### config.mk
export PLATFORM = sky130hd
export DESIGN_NAME = program_loader
export DESIGN_NICKNAME = d
export VERILOG_FILES = /design/src/rtl/program_loader_pkg.sv /design/src/rtl/program_loader_csum.sv /design/src/rtl/program_loader.sv
export SDC_FILE = /design/constraint.sdc
export NUM_CORES = 1
export LEC_CHECK = 0
export ABC_AREA = 1
export ABC_CLOCK_PERIOD_IN_PS = 1400
export CAP_MARGIN = 20
export CORE_ASPECT_RATIO = 1.25
export CORE_MARGIN = 3
export CORE_UTILIZATION = 36
export CTS_CLUSTER_DIAMETER = 150
export CTS_CLUSTER_SIZE = 28
export DETAILED_ROUTE_END_ITERATION = 8
export GPL_TIMING_DRIVEN = 0
export PLACE_DENSITY = 0.55
export SLEW_MARGIN = 20
export SYNTH_ARGS = -nofsm -noshare
export SYNTH_HDL_FRONTEND = slang
export SYNTH_SLANG_ARGS = --single-unit
export TNS_END_PERCENT = 5
### constraint.sdc
create_clock -name clk -period 1.4 [get_ports clk]
set_input_delay 0.14 -clock clk [delete_from_list [all_inputs] [get_ports clk]]
set_output_delay 0.14 -clock clk [all_outputs]
set_load 0.02 [all_outputs]
### src/rtl/program_loader_pkg.sv
// Shared definitions for the program loader: FSM state encoding and frame constants.
package program_loader_pkg;

    typedef enum logic [2:0] {
        ST_IDLE    = 3'd0,
        ST_ADDR_HI = 3'd1,
        ST_ADDR_LO = 3'd2,
        ST_LEN_HI  = 3'd3,
        ST_LEN_LO  = 3'd4,
        ST_DATA    = 3'd5,
        ST_CSUM    = 3'd6
    } loader_state_t;

    localparam logic [7:0] SYNC_BYTE = 8'hA5;
    localparam int         LEN_W     = 16;

    // True when a received byte is the frame sync marker.
    function automatic logic is_sync(input logic [7:0] b);
        return (b == SYNC_BYTE);
    endfunction

endpackage

### src/rtl/program_loader_csum.sv
// loader_csum: 8-bit running-sum accumulator with clear, add and a zero test that
// includes the byte currently presented, so the final CSUM byte is judged on its accept edge.
module loader_csum (
    input  logic       clk,
    input  logic       rst,
    input  logic       clr,
    input  logic       add,
    input  logic [7:0] din,
    output logic       next_zero
);

    logic [7:0] acc_r;
    logic [7:0] acc_next_s;

    // Sum including the incoming byte.
    always_comb begin
        acc_next_s = acc_r + din;
        next_zero  = (acc_next_s == 8'h00);
    end

    // Accumulator register; clear wins over add.
    always_ff @(posedge clk) begin
        if (rst) begin
            acc_r <= 8'h00;
        end else if (clr) begin
            acc_r <= 8'h00;
        end else if (add) begin
            acc_r <= acc_next_s;
        end else begin
            acc_r <= acc_r;
        end
    end

endmodule

### src/rtl/program_loader.sv
// program_loader: decodes a framed byte stream and writes its payload into program memory.
// Defining PROGRAM_LOADER_CHECKSUM_EN adds the trailing CSUM byte check and makes err live.
module program_loader
    import program_loader_pkg::*;
#(
    parameter int WORD_SIZE = 8,
    parameter int NBIT      = 15
) (
    input  logic                 clk,
    input  logic                 rst,
    input  logic [WORD_SIZE-1:0] rx_data,
    input  logic                 rx_valid,
    output logic                 rx_ready,
    output logic [NBIT-1:0]      mem_addr,
    output logic [WORD_SIZE-1:0] mem_data,
    output logic                 mem_we,
    output logic                 cpu_hold,
    output logic                 done,
    output logic                 err
);

    localparam logic [NBIT-1:0]  ADDR_ONE = {{(NBIT-1){1'b0}}, 1'b1};
    localparam logic [LEN_W-1:0] LEN_ONE  = {{(LEN_W-1){1'b0}}, 1'b1};
    localparam logic [LEN_W-1:0] LEN_ZERO = {LEN_W{1'b0}};

    loader_state_t state_r, state_s;

    // Only the address-high bits that survive truncation to NBIT are kept.
    logic [NBIT-WORD_SIZE-1:0] addr_hi_r, addr_hi_s;
    logic [WORD_SIZE-1:0]      len_hi_r, len_hi_s;
    logic [NBIT-1:0]           addr_cnt_r, addr_cnt_s;
    logic [LEN_W-1:0]          len_rem_r, len_rem_s;
    logic [LEN_W-1:0]          len_full_s;

    logic                 rx_ready_r, rx_ready_s;
    logic [NBIT-1:0]      mem_addr_r, mem_addr_s;
    logic [WORD_SIZE-1:0] mem_data_r, mem_data_s;
    logic                 mem_we_r, mem_we_s;
    logic                 cpu_hold_r, cpu_hold_s;
    logic                 done_r, done_s;
    logic                 accept_s;

`ifdef PROGRAM_LOADER_CHECKSUM_EN
    logic err_r, err_s;
    logic csum_clr_s, csum_add_s, csum_zero_s;

    // Every byte after sync, CSUM included, feeds the running sum.
    assign csum_clr_s = accept_s && (state_r == ST_IDLE) && is_sync(rx_data);
    assign csum_add_s = accept_s && (state_r != ST_IDLE);

    loader_csum u_csum (
        .clk       (clk),
        .rst       (rst),
        .clr       (csum_clr_s),
        .add       (csum_add_s),
        .din       (rx_data),
        .next_zero (csum_zero_s)
    );

    assign err = err_r;
`else
    assign err = 1'b0;
`endif

    assign accept_s   = rx_valid && rx_ready_r;
    assign len_full_s = {len_hi_r, rx_data};

    assign rx_ready = rx_ready_r;
    assign mem_addr = mem_addr_r;
    assign mem_data = mem_data_r;
    assign mem_we   = mem_we_r;
    assign cpu_hold = cpu_hold_r;
    assign done     = done_r;

    // Next-state and next-output decode; all outputs are registered below.
    always_comb begin
        state_s    = state_r;
        addr_hi_s  = addr_hi_r;
        len_hi_s   = len_hi_r;
        addr_cnt_s = addr_cnt_r;
        len_rem_s  = len_rem_r;
        rx_ready_s = 1'b1;
        mem_addr_s = mem_addr_r;
        mem_data_s = mem_data_r;
        mem_we_s   = 1'b0;
        cpu_hold_s = cpu_hold_r;
        done_s     = 1'b0;
`ifdef PROGRAM_LOADER_CHECKSUM_EN
        err_s      = 1'b0;
`endif
        if (accept_s) begin
            case (state_r)
                ST_IDLE: begin
                    if (is_sync(rx_data)) begin
                        state_s    = ST_ADDR_HI;
                        cpu_hold_s = 1'b1;
                    end else begin
                        state_s    = ST_IDLE;
                    end
                end
                ST_ADDR_HI: begin
                    addr_hi_s = rx_data[NBIT-WORD_SIZE-1:0];
                    state_s   = ST_ADDR_LO;
                end
                ST_ADDR_LO: begin
                    addr_cnt_s = {addr_hi_r, rx_data};
                    state_s    = ST_LEN_HI;
                end
                ST_LEN_HI: begin
                    len_hi_s = rx_data;
                    state_s  = ST_LEN_LO;
                end
                ST_LEN_LO: begin
                    len_rem_s = len_full_s;
                    if (len_full_s != LEN_ZERO) begin
                        state_s = ST_DATA;
                    end else begin
`ifdef PROGRAM_LOADER_CHECKSUM_EN
                        state_s    = ST_CSUM;
`else
                        state_s    = ST_IDLE;
                        cpu_hold_s = 1'b0;
                        done_s     = 1'b1;
`endif
                    end
                end
                ST_DATA: begin
                    // Sync value is plain payload here; no mid-frame resync.
                    mem_we_s   = 1'b1;
                    mem_addr_s = addr_cnt_r;
                    mem_data_s = rx_data;
                    rx_ready_s = 1'b0;
                    addr_cnt_s = addr_cnt_r + ADDR_ONE;
                    len_rem_s  = len_rem_r - LEN_ONE;
                    if (len_rem_r == LEN_ONE) begin
`ifdef PROGRAM_LOADER_CHECKSUM_EN
                        state_s    = ST_CSUM;
`else
                        state_s    = ST_IDLE;
                        cpu_hold_s = 1'b0;
                        done_s     = 1'b1;
`endif
                    end else begin
                        state_s = ST_DATA;
                    end
                end
`ifdef PROGRAM_LOADER_CHECKSUM_EN
                ST_CSUM: begin
                    state_s    = ST_IDLE;
                    cpu_hold_s = 1'b0;
                    if (csum_zero_s) begin
                        done_s = 1'b1;
                    end else begin
                        err_s  = 1'b1;
                    end
                end
`endif
                default: begin
                    state_s    = ST_IDLE;
                    cpu_hold_s = 1'b0;
                end
            endcase
        end else begin
            state_s = state_r;
        end
    end

    // State, datapath and output registers with synchronous reset.
    always_ff @(posedge clk) begin
        if (rst) begin
            state_r    <= ST_IDLE;
            addr_hi_r  <= {(NBIT-WORD_SIZE){1'b0}};
            len_hi_r   <= {WORD_SIZE{1'b0}};
            addr_cnt_r <= {NBIT{1'b0}};
            len_rem_r  <= LEN_ZERO;
            rx_ready_r <= 1'b0;
            mem_addr_r <= {NBIT{1'b0}};
            mem_data_r <= {WORD_SIZE{1'b0}};
            mem_we_r   <= 1'b0;
            cpu_hold_r <= 1'b0;
            done_r     <= 1'b0;
`ifdef PROGRAM_LOADER_CHECKSUM_EN
            err_r      <= 1'b0;
`endif
        end else begin
            state_r    <= state_s;
            addr_hi_r  <= addr_hi_s;
            len_hi_r   <= len_hi_s;
            addr_cnt_r <= addr_cnt_s;
            len_rem_r  <= len_rem_s;
            rx_ready_r <= rx_ready_s;
            mem_addr_r <= mem_addr_s;
            mem_data_r <= mem_data_s;
            mem_we_r   <= mem_we_s;
            cpu_hold_r <= cpu_hold_s;
            done_r     <= done_s;
`ifdef PROGRAM_LOADER_CHECKSUM_EN
            err_r      <= err_s;
`endif
        end
    end

endmodule

### After elaboration in Yosys (flattened, before gate mapping)

Index checks and enable logic that the tools add are counted.

* reductions and logical operators: 13
* add/subtract/negate cells: 2
* mux-type cells: 16
* bitwise gates (word level): 2
* equality and inequality tests: 10

Operators with widths (number)
* $pmux 16 s2: 1
* $pmux 15 s2: 1
* $pmux 3 s6: 1
* $eq 16x1->1 const B: 1
* $reduce_bool 16->1: 1
* $sub 16x1->16 const B: 1
* $add 15x1->15 const B: 1
* $reduce_and 2->1: 5
* $mux 1: 9
* $eq 8x8->1 const B: 1
* $eq 3x2->1 const B: 2
* $eq 3x3->1 const B: 2
* $mux 3: 2
* $ne 2x2->1 const B: 3
* $reduce_and 5->1: 1
* $pmux 1 s4: 1
* $reduce_bool 2->1: 2
* $eq 3x1->1 const B: 1
* $logic_not 3->1: 1
* $reduce_or 3->1: 1
* $not 1->1: 2
* $pmux 1 s2: 1
* $reduce_or 2->1: 1
* $logic_and 1x1->1: 1

* logic and storage cells: 54
* register bits after elaboration: 76
* output and inout port bits: 28
* input port bits: 11

### Longest topological paths before layout

Gate-level depths: netlist of run 1.

* depth in word-level cells: 4
* depth in mapped cells: 10
* depth with buffers taken out: 10

### Worst setup path after synthesis of run 1

Ideal clock, no wire load.

* path type: flip-flop to flip-flop
* start: register rx_ready_r, in the netlist rx_ready
* end: register mem_data_r[7], in the netlist mem_data[7]
* slack: -0.037 ns
* cell stages (with the launch flop): 8
* setup time: 0.117 ns
* data arrival time: 1.320 ns
* path buffers: 1
* period minus slack after synthesis: 1.437 ns
* required time: 1.283 ns
* cells stage by stage: dfxtp_1 nand2_2 nor2_8 nand2_4 nand2_1 inv_2 buf_2 a22o_1

* longest elaborated chain between the ends: 2

Ends and longest elaborated chain
* from (decl): RTL line program_loader.sv:35 `logic rx_ready_r, rx_ready_s;`
* from (signal assigned): RTL line program_loader.sv:191 `rx_ready_r <= rx_ready_s;`
* $logic_and 1x1->1: RTL line program_loader.sv:65 `assign accept_s = rx_valid && rx_ready_r;`
* $reduce_and 2->1 (no line)
* to (signal assigned): RTL line program_loader.sv:178 `mem_data_r <= {WORD_SIZE{1'b0}};`
* to (signal assigned): RTL line program_loader.sv:193 `mem_data_r <= mem_data_s;`
* to (decl): RTL line program_loader.sv:37 `logic [WORD_SIZE-1:0] mem_data_r, mem_data_s;`

No other way between the ends.
A chain may end at the register's enable or synchronous reset.

### Final worst setup path of run 1

* start: register state_r[2]
* end: register addr_cnt_r[12]

* longest elaborated chain between the ends: 3
* elaborated cells between the ends (all ways): 5
* classes of those cells: eq/ne (2); mux (1); reduce/logical (2)

Ends and longest elaborated chain
* from (decl): RTL line program_loader.sv:26 `loader_state_t state_r, state_s;`
* from (signal assigned): RTL line program_loader.sv:186 `state_r <= state_s;`
* $eq 3x3->1 or $eq 3x2->1 (tied branches): RTL line program_loader.sv:92 `case (state_r)`
* $reduce_bool 2->1 (no line)
* $reduce_and 2->1 (no line)
* to (signal assigned): RTL line program_loader.sv:174 `addr_cnt_r <= {NBIT{1'b0}};`
* to (signal assigned): RTL line program_loader.sv:189 `addr_cnt_r <= addr_cnt_s;`
* to (decl): RTL line program_loader.sv:31 `logic [NBIT-1:0] addr_cnt_r, addr_cnt_s;`

Several ways; a longest one is shown, not always the timed one.

==> metrics, run 1 <==
status=completed; sequential cell area fraction in the yosys report=0.397; HP Start=rst; f_max=724 MHz; initial antenna violation count=0; remaining antenna violation count=0; vias per cell=5.16; Cell Pwr Density=963 mW/mm²; fin. max-slew vios=0; Syn Nets=574; Tcrit/Tclk final=0.986; synth unique cells=35; WP buf/inv=2; First DRT Iteration DRCs=244; Worst path top cell family by delay=simple AND/OR/NAND/NOR gates; antenna diode count=0; synthesis-to-finish area growth=31.7%; cts bufs inserted=9; maximum VDD drop=629 µV; Hold WC Path Type=in2reg; Crit Path Category=reg2reg; Max transition margin=0.538; Finished Cell Area=0.00504 mm²; FF-to-FF Start=state_r[2]$_SDFFE_PP0P_; Final min period=1.38 ns; RSZ-0062 raised after global routing=true; DP Area=0.00435 mm²; share of layout cells above drive strength 1=0.185; clock skew=0.00857 ns; commonest non-fill, non-tap cell in the layout=nand2_1; CP max FO=5; CTS tree=yes; Crit path largest cell delay=0.38 ns; Critical Path RT=1.67 ns; CTS Sinks=76; Cell Rows=41; core area=0.0103 mm²; Port Buffers=36; CP Capture Type=flip-flop; Final HPWL DP=8590 µm; Syn Inst Count=560; Final nets=641; Yosys top cell by area=dfxtp_1; Final setup viols=0; Power Total=0.00486 W; syn_area_per_cell=6.84 µm²; Avg WL per Cell=15.7 µm; critical path arrival=1.65 ns; CP cell instances=inv_4 > nand2_4 > nor2_1 > nand2_1 > nand2_4 > buf_6 > o21a_1 > nand2_1 > a21oi_2; FF-to-FF setup slack=0.02 ns; Max-cap violations=0; hold slack=0.202 ns; Slowest cell on crit path=dfxtp_4; Synth area leaders=dfxtp_1, nand2_1, o21ai_0, nor2_1, a21oi_1; Mapped Area=0.00383 mm²; Worst-Skew Late Latency=0.34 ns; static leakage=2.20 nW; Worst Setup Start Kind=flip-flop; Yosys warning count=0; Die Wd=98.3 µm; Critical Path Source=state_r[2]$_SDFFE_PP0P_; drt pass-1 iters=5; post-synthesis register bit count=76; initial core utilization=0.373; first-pass GRT wire length=19200 µm; die height=121 µm; Root Driver=clkbuf_16; All-Layer GR Usage=0.206; slew of the pin with the lowest slew margin=0.693 ns; Final Hold Fails=0; commonest cells after routing, fill and taps aside=nand2_1, dfxtp_1, nor2_1; Via Count=3928; die area=0.0119 mm²; Clock Path Buffers=2; clk slew on worst S/H paths=0.06 ns; DRC viols=0; I/O pin total=39; Layout fillers=1070; H-tree Lvls=3; vias in the first global route=3731; Final Wtd Congestion=0.893; final WL=11900 µm; largest net degree at the start of global routing=15; share of the synthesized area in the top cell type=0.397; Overflow after GRT=0
cell usage after synthesis, drive strengths merged:
cell      n
nand2   146
dfxtp    76
nor2     70
o21ai    63
inv      57
a21oi    48
nand3    31
buf      16
nand4     8
a31oi     7
a22o      5
nand3b    5
clkbuf    4
o21a      4
xor2      4
ha        3
nor3      3
a21boi    2
and2      2
o211ai    2
a211oi    1
a32o      1
conb      1
or2       1
repair_timing:
item	in CTS	in global routing
gates resized for setup	57	62
setup buffers	5	14
cloned	1	0
endpoints found under the setup margin	88	59
hold buffers	0	0
pin swaps	2	13
registers in the layout, indices dropped and copies added (netlist names):
register,count
addr_cnt_r,15
addr_hi_r,7
cpu_hold,1
done,1
len_hi_r,8
len_rem_r,16
mem_addr,15
mem_data,8
mem_we,1
rx_ready,1
state_r,3
per-layer routing:
metal | up-vias | share of wire | global-route usage
met4 | 0 | 0.022 | 0.0786
met2 | 87 | 0.50 | 0.346
met1 | 1843 | 0.44 | 0.261
met5 | - | 0 | 0
li1 | 1974 | - | -
met3 | 24 | 0.037 | 0.0391
metrics by stage:
step	cells	worst slack [ns]	setup TNS, ns	util
finish	761	0.0194	0	0.492
global route	761	-0.0484	-0.539	0.492
CTS	747	-0.0310	-0.108	0.465
detailed placement	725	-0.377	-17.65	0.424
global placement	725	-0.383	-17.47	0.424
floorplan	560	0.0576	0	-
worst paths after layout:
kind              cells past startpoint                     endpoint
setup / recovery                      9  addr_cnt_r[12]$_SDFFE_PP0P_
hold / removal                        2    len_rem_r[8]$_SDFFE_PP0P_
setup reg to reg                      9  addr_cnt_r[12]$_SDFFE_PP0P_
hold reg to reg                       2    mem_addr[13]$_SDFFE_PP0P_
cells by family (layout without fill, tap and decap cells):
logic type                 after synthesis  in the layout  synth area share
and+or+nand+nor                        266            266             0.302
other                                    1              1          0.000979
xor gates and xnor gates                 4              4           0.00915
buffers and inverters                   77            149            0.0866
AOI/OAI and AO/OA                      133            133             0.194
DFF                                     76             76             0.397
adders and majority gates                3              3           0.00980
where the power goes:
group	internal [W]	switching (W)
clock network	0.00157	0.000962
registers	0.00216	0.00000166
logic	0.0000513	0.000116
layout make-up:
class / count / area (µm²) / share of cell area
Multi-Input combinational cell: 407 / 2130 / 0.422
Sequential cell: 76 / 1540 / 0.306
Timing Repair Buffer: 56 / 480 / 0.0953
Inverter: 57 / 234 / 0.0464
Clock buffer: 9 / 225 / 0.0447
Buffer: 20 / 170 / 0.0337
Tap cell: 129 / 161 / 0.0320
Clock inverter: 7 / 98.8 / 0.0196
Note: power is estimated with default switching activity, not from simulation.
==> run 2, diff against run 1 <==
ABC_CLOCK_PERIOD_IN_PS = 1600   (was 1400)
PLACE_DENSITY = 0.53   (was 0.55)
REMOVE_ABC_BUFFERS = 1   (was unset)
clock period = 1.6 ns   (was 1.4 ns; I/O delays follow)
==> run 2 against run 1 <==
Against the previous run: via count shrank 5.8%; total power shrank 12%; first-iteration DRC count shrank 39%; non-clock buffer count shrank 33; count of clock-buffer cells in the layout grew 2; clock skew is essentially flat; register-to-register slack gained 0.10 ns; worst setup slack gained 0.093 ns; cell count shrank 4.2%; sequential power shrank 12%; global-route usage shrank 1.1 points; sequential cell count is the same; critical endpoint is now rx_ready; largest power group unchanged; highest routed layer unchanged.
==> metrics, run 2 (same netlist as run 1, synthesis figures left out) <==
hold slack=0.457 ns; CP max FO=2; initial antenna violation count=0; Avg WL per Cell=15.3 µm; HP Start=mem_addr[5]$_SDFFE_PP0P_; Crit Path Category=reg2out; CP cell instances=clkdlybuf4s50_1; Die Wd=98.3 µm; Critical Path Source=rx_ready$_SDFF_PP0_; first-pass GRT wire length=18400 µm; Clock Path Buffers=2; Final Wtd Congestion=0.866; status=completed; clk slew on worst S/H paths=0.06 ns; Hold WC Path Type=reg2reg; die area=0.0119 mm²; f_max=672 MHz; vias in the first global route=3675; Tcrit/Tclk final=0.930; vias per cell=5.07; DP Area=0.00424 mm²; worst setup margin=0.113 ns; synthesis-to-finish area growth=22.8%; Worst Setup Start Kind=flip-flop; Layout fillers=1115; cts bufs inserted=9; largest net degree at the start of global routing=36; register area=0.00153 mm²; Power Total=0.00426 W; remaining antenna violation count=0; share of layout cells above drive strength 1=0.102; final WL=11200 µm; Worst-Skew Late Latency=0.34 ns; WP buf/inv=1; Largest Register=len_rem_r; drt pass-1 iters=4; CTS Sinks=76; Max transition margin=0.532; critical path arrival=1.33 ns; initial core utilization=0.373; commonest cells after routing, fill and taps aside=nand2_1, dfxtp_1, nor2_1; Cell Pwr Density=907 mW/mm²; Final Hold Fails=0; slew of the pin with the lowest slew margin=0.702 ns; Final nets=610; RSZ-0062 raised after global routing=true; commonest non-fill, non-tap cell in the layout=nand2_1; Place WS=-1.54 ns; setup TNS=0 ns; Via Count=3699; CTS tree=yes; H-tree Lvls=3; All-Layer GR Usage=0.195; Finished Cell Area=0.00470 mm²; I/O pin total=39; core area=0.0103 mm²; max reg flops=16; multi-input logic area=0.00203 mm²; Crit path largest cell delay=0.63 ns; Max-cap violations=0; static leakage=1.89 nW; die height=121 µm; FF-to-FF Start=state_r[1]$_SDFFE_PP0P_; Port Buffers=37; antenna diode count=0; maximum VDD drop=578 µV; Final HPWL DP=7610 µm; DRC viols=0; Slowest cell on crit path=clkdlybuf4s50_1; Overflow after GRT=0; Root Driver=clkbuf_16; CP Capture Type=output port; clock skew=0.00859 ns; Cell Rows=41; Final min period=1.49 ns; First DRT Iteration DRCs=148; fin. max-slew vios=0; Worst path top cell family by delay=buffers and inverters; Final setup viols=0; Critical Path RT=1.44 ns
-- run 2: changes by cell type in the layout (fill, tap and decap cells not counted), moves of 3 or more --
cell,previous run,this run
buf_4,25,6
nand2_1,134,138
dlygate4sd2_1,26,0
dfxtp_1,67,73
nor2_2,10,3
clkbuf_1,4,0
o21ai_1,13,8
nor2_1,52,62
buf_6,8,0
dfxtp_4,4,0
nor2_4,6,3
clkdlybuf4s50_1,9,36
o21ai_0,47,52
-- run 2: path summary, 6_finish.rpt --
path | end | cells past startpoint | slack, ns
min | mem_addr[5]$_SDFFE_PP0P_ | 2 | 0.46
min reg2reg | mem_addr[5]$_SDFFE_PP0P_ | 2 | 0.46
max | rx_ready | 1 | 0.11
max reg2reg | mem_data[2]$_SDFFE_PP0P_ | 8 | 0.12
-- run 2: layout make-up --
cell class,instances,share of cell area
clock buffers,11,0.0538
multi-input cells,408,0.433
well taps,129,0.0343
flip-flops and latches,76,0.324
inverters,57,0.0495
repair inverters,1,0.00160
repair buffers,43,0.0883
clock inverters,4,0.0154
-- run 2: repair_timing --
item | in CTS | in global routing
pin swaps | 1 | 2
gates cloned | 1 | 1
gates resized for setup | 13 | 17
setup buffers | 3 | 3
hold buffers | 0 | 0
endpoints found under the setup margin | 74 | 53
-- run 2: worst register-to-register path, stage by stage, from the launching register on --
cell	delay [ns]
dfxtp_2	0.38
inv_2	0.08
nand2_2	0.12
nor2_8	0.06
nand2_4	0.12
nand2_1	0.08
inv_2	0.35
nand2_1	0.10
o21ai_0	0.10
-- run 2: stage by stage --
step	cells	util
after global routing	729	0.458
final	729	0.458
after CTS	725	0.451
after global placement	706	0.414
after detailed placement	706	0.414
after floorplan	540	-
-- run 2: routing by layer --
layer	global-route usage	up-vias	routed length, µm
met5	0	-	0
met4	0.108	0	467
met3	0.0397	31	378
met2	0.329	62	5490
met1	0.231	1698	4830
li1	-	1908	-
-- run 2: where the power goes --
| part | internal, W | switching (W) | total, W |
|---|---|---|---|
| combinational | 0.0000396 | 0.0000977 | 0.000137 |
| sequential | 0.00189 | 0.00000157 | 0.00190 |
| clock | 0.00144 | 0.000791 | 0.00223 |
| total | 0.00337 | 0.000890 | 0.00426 |
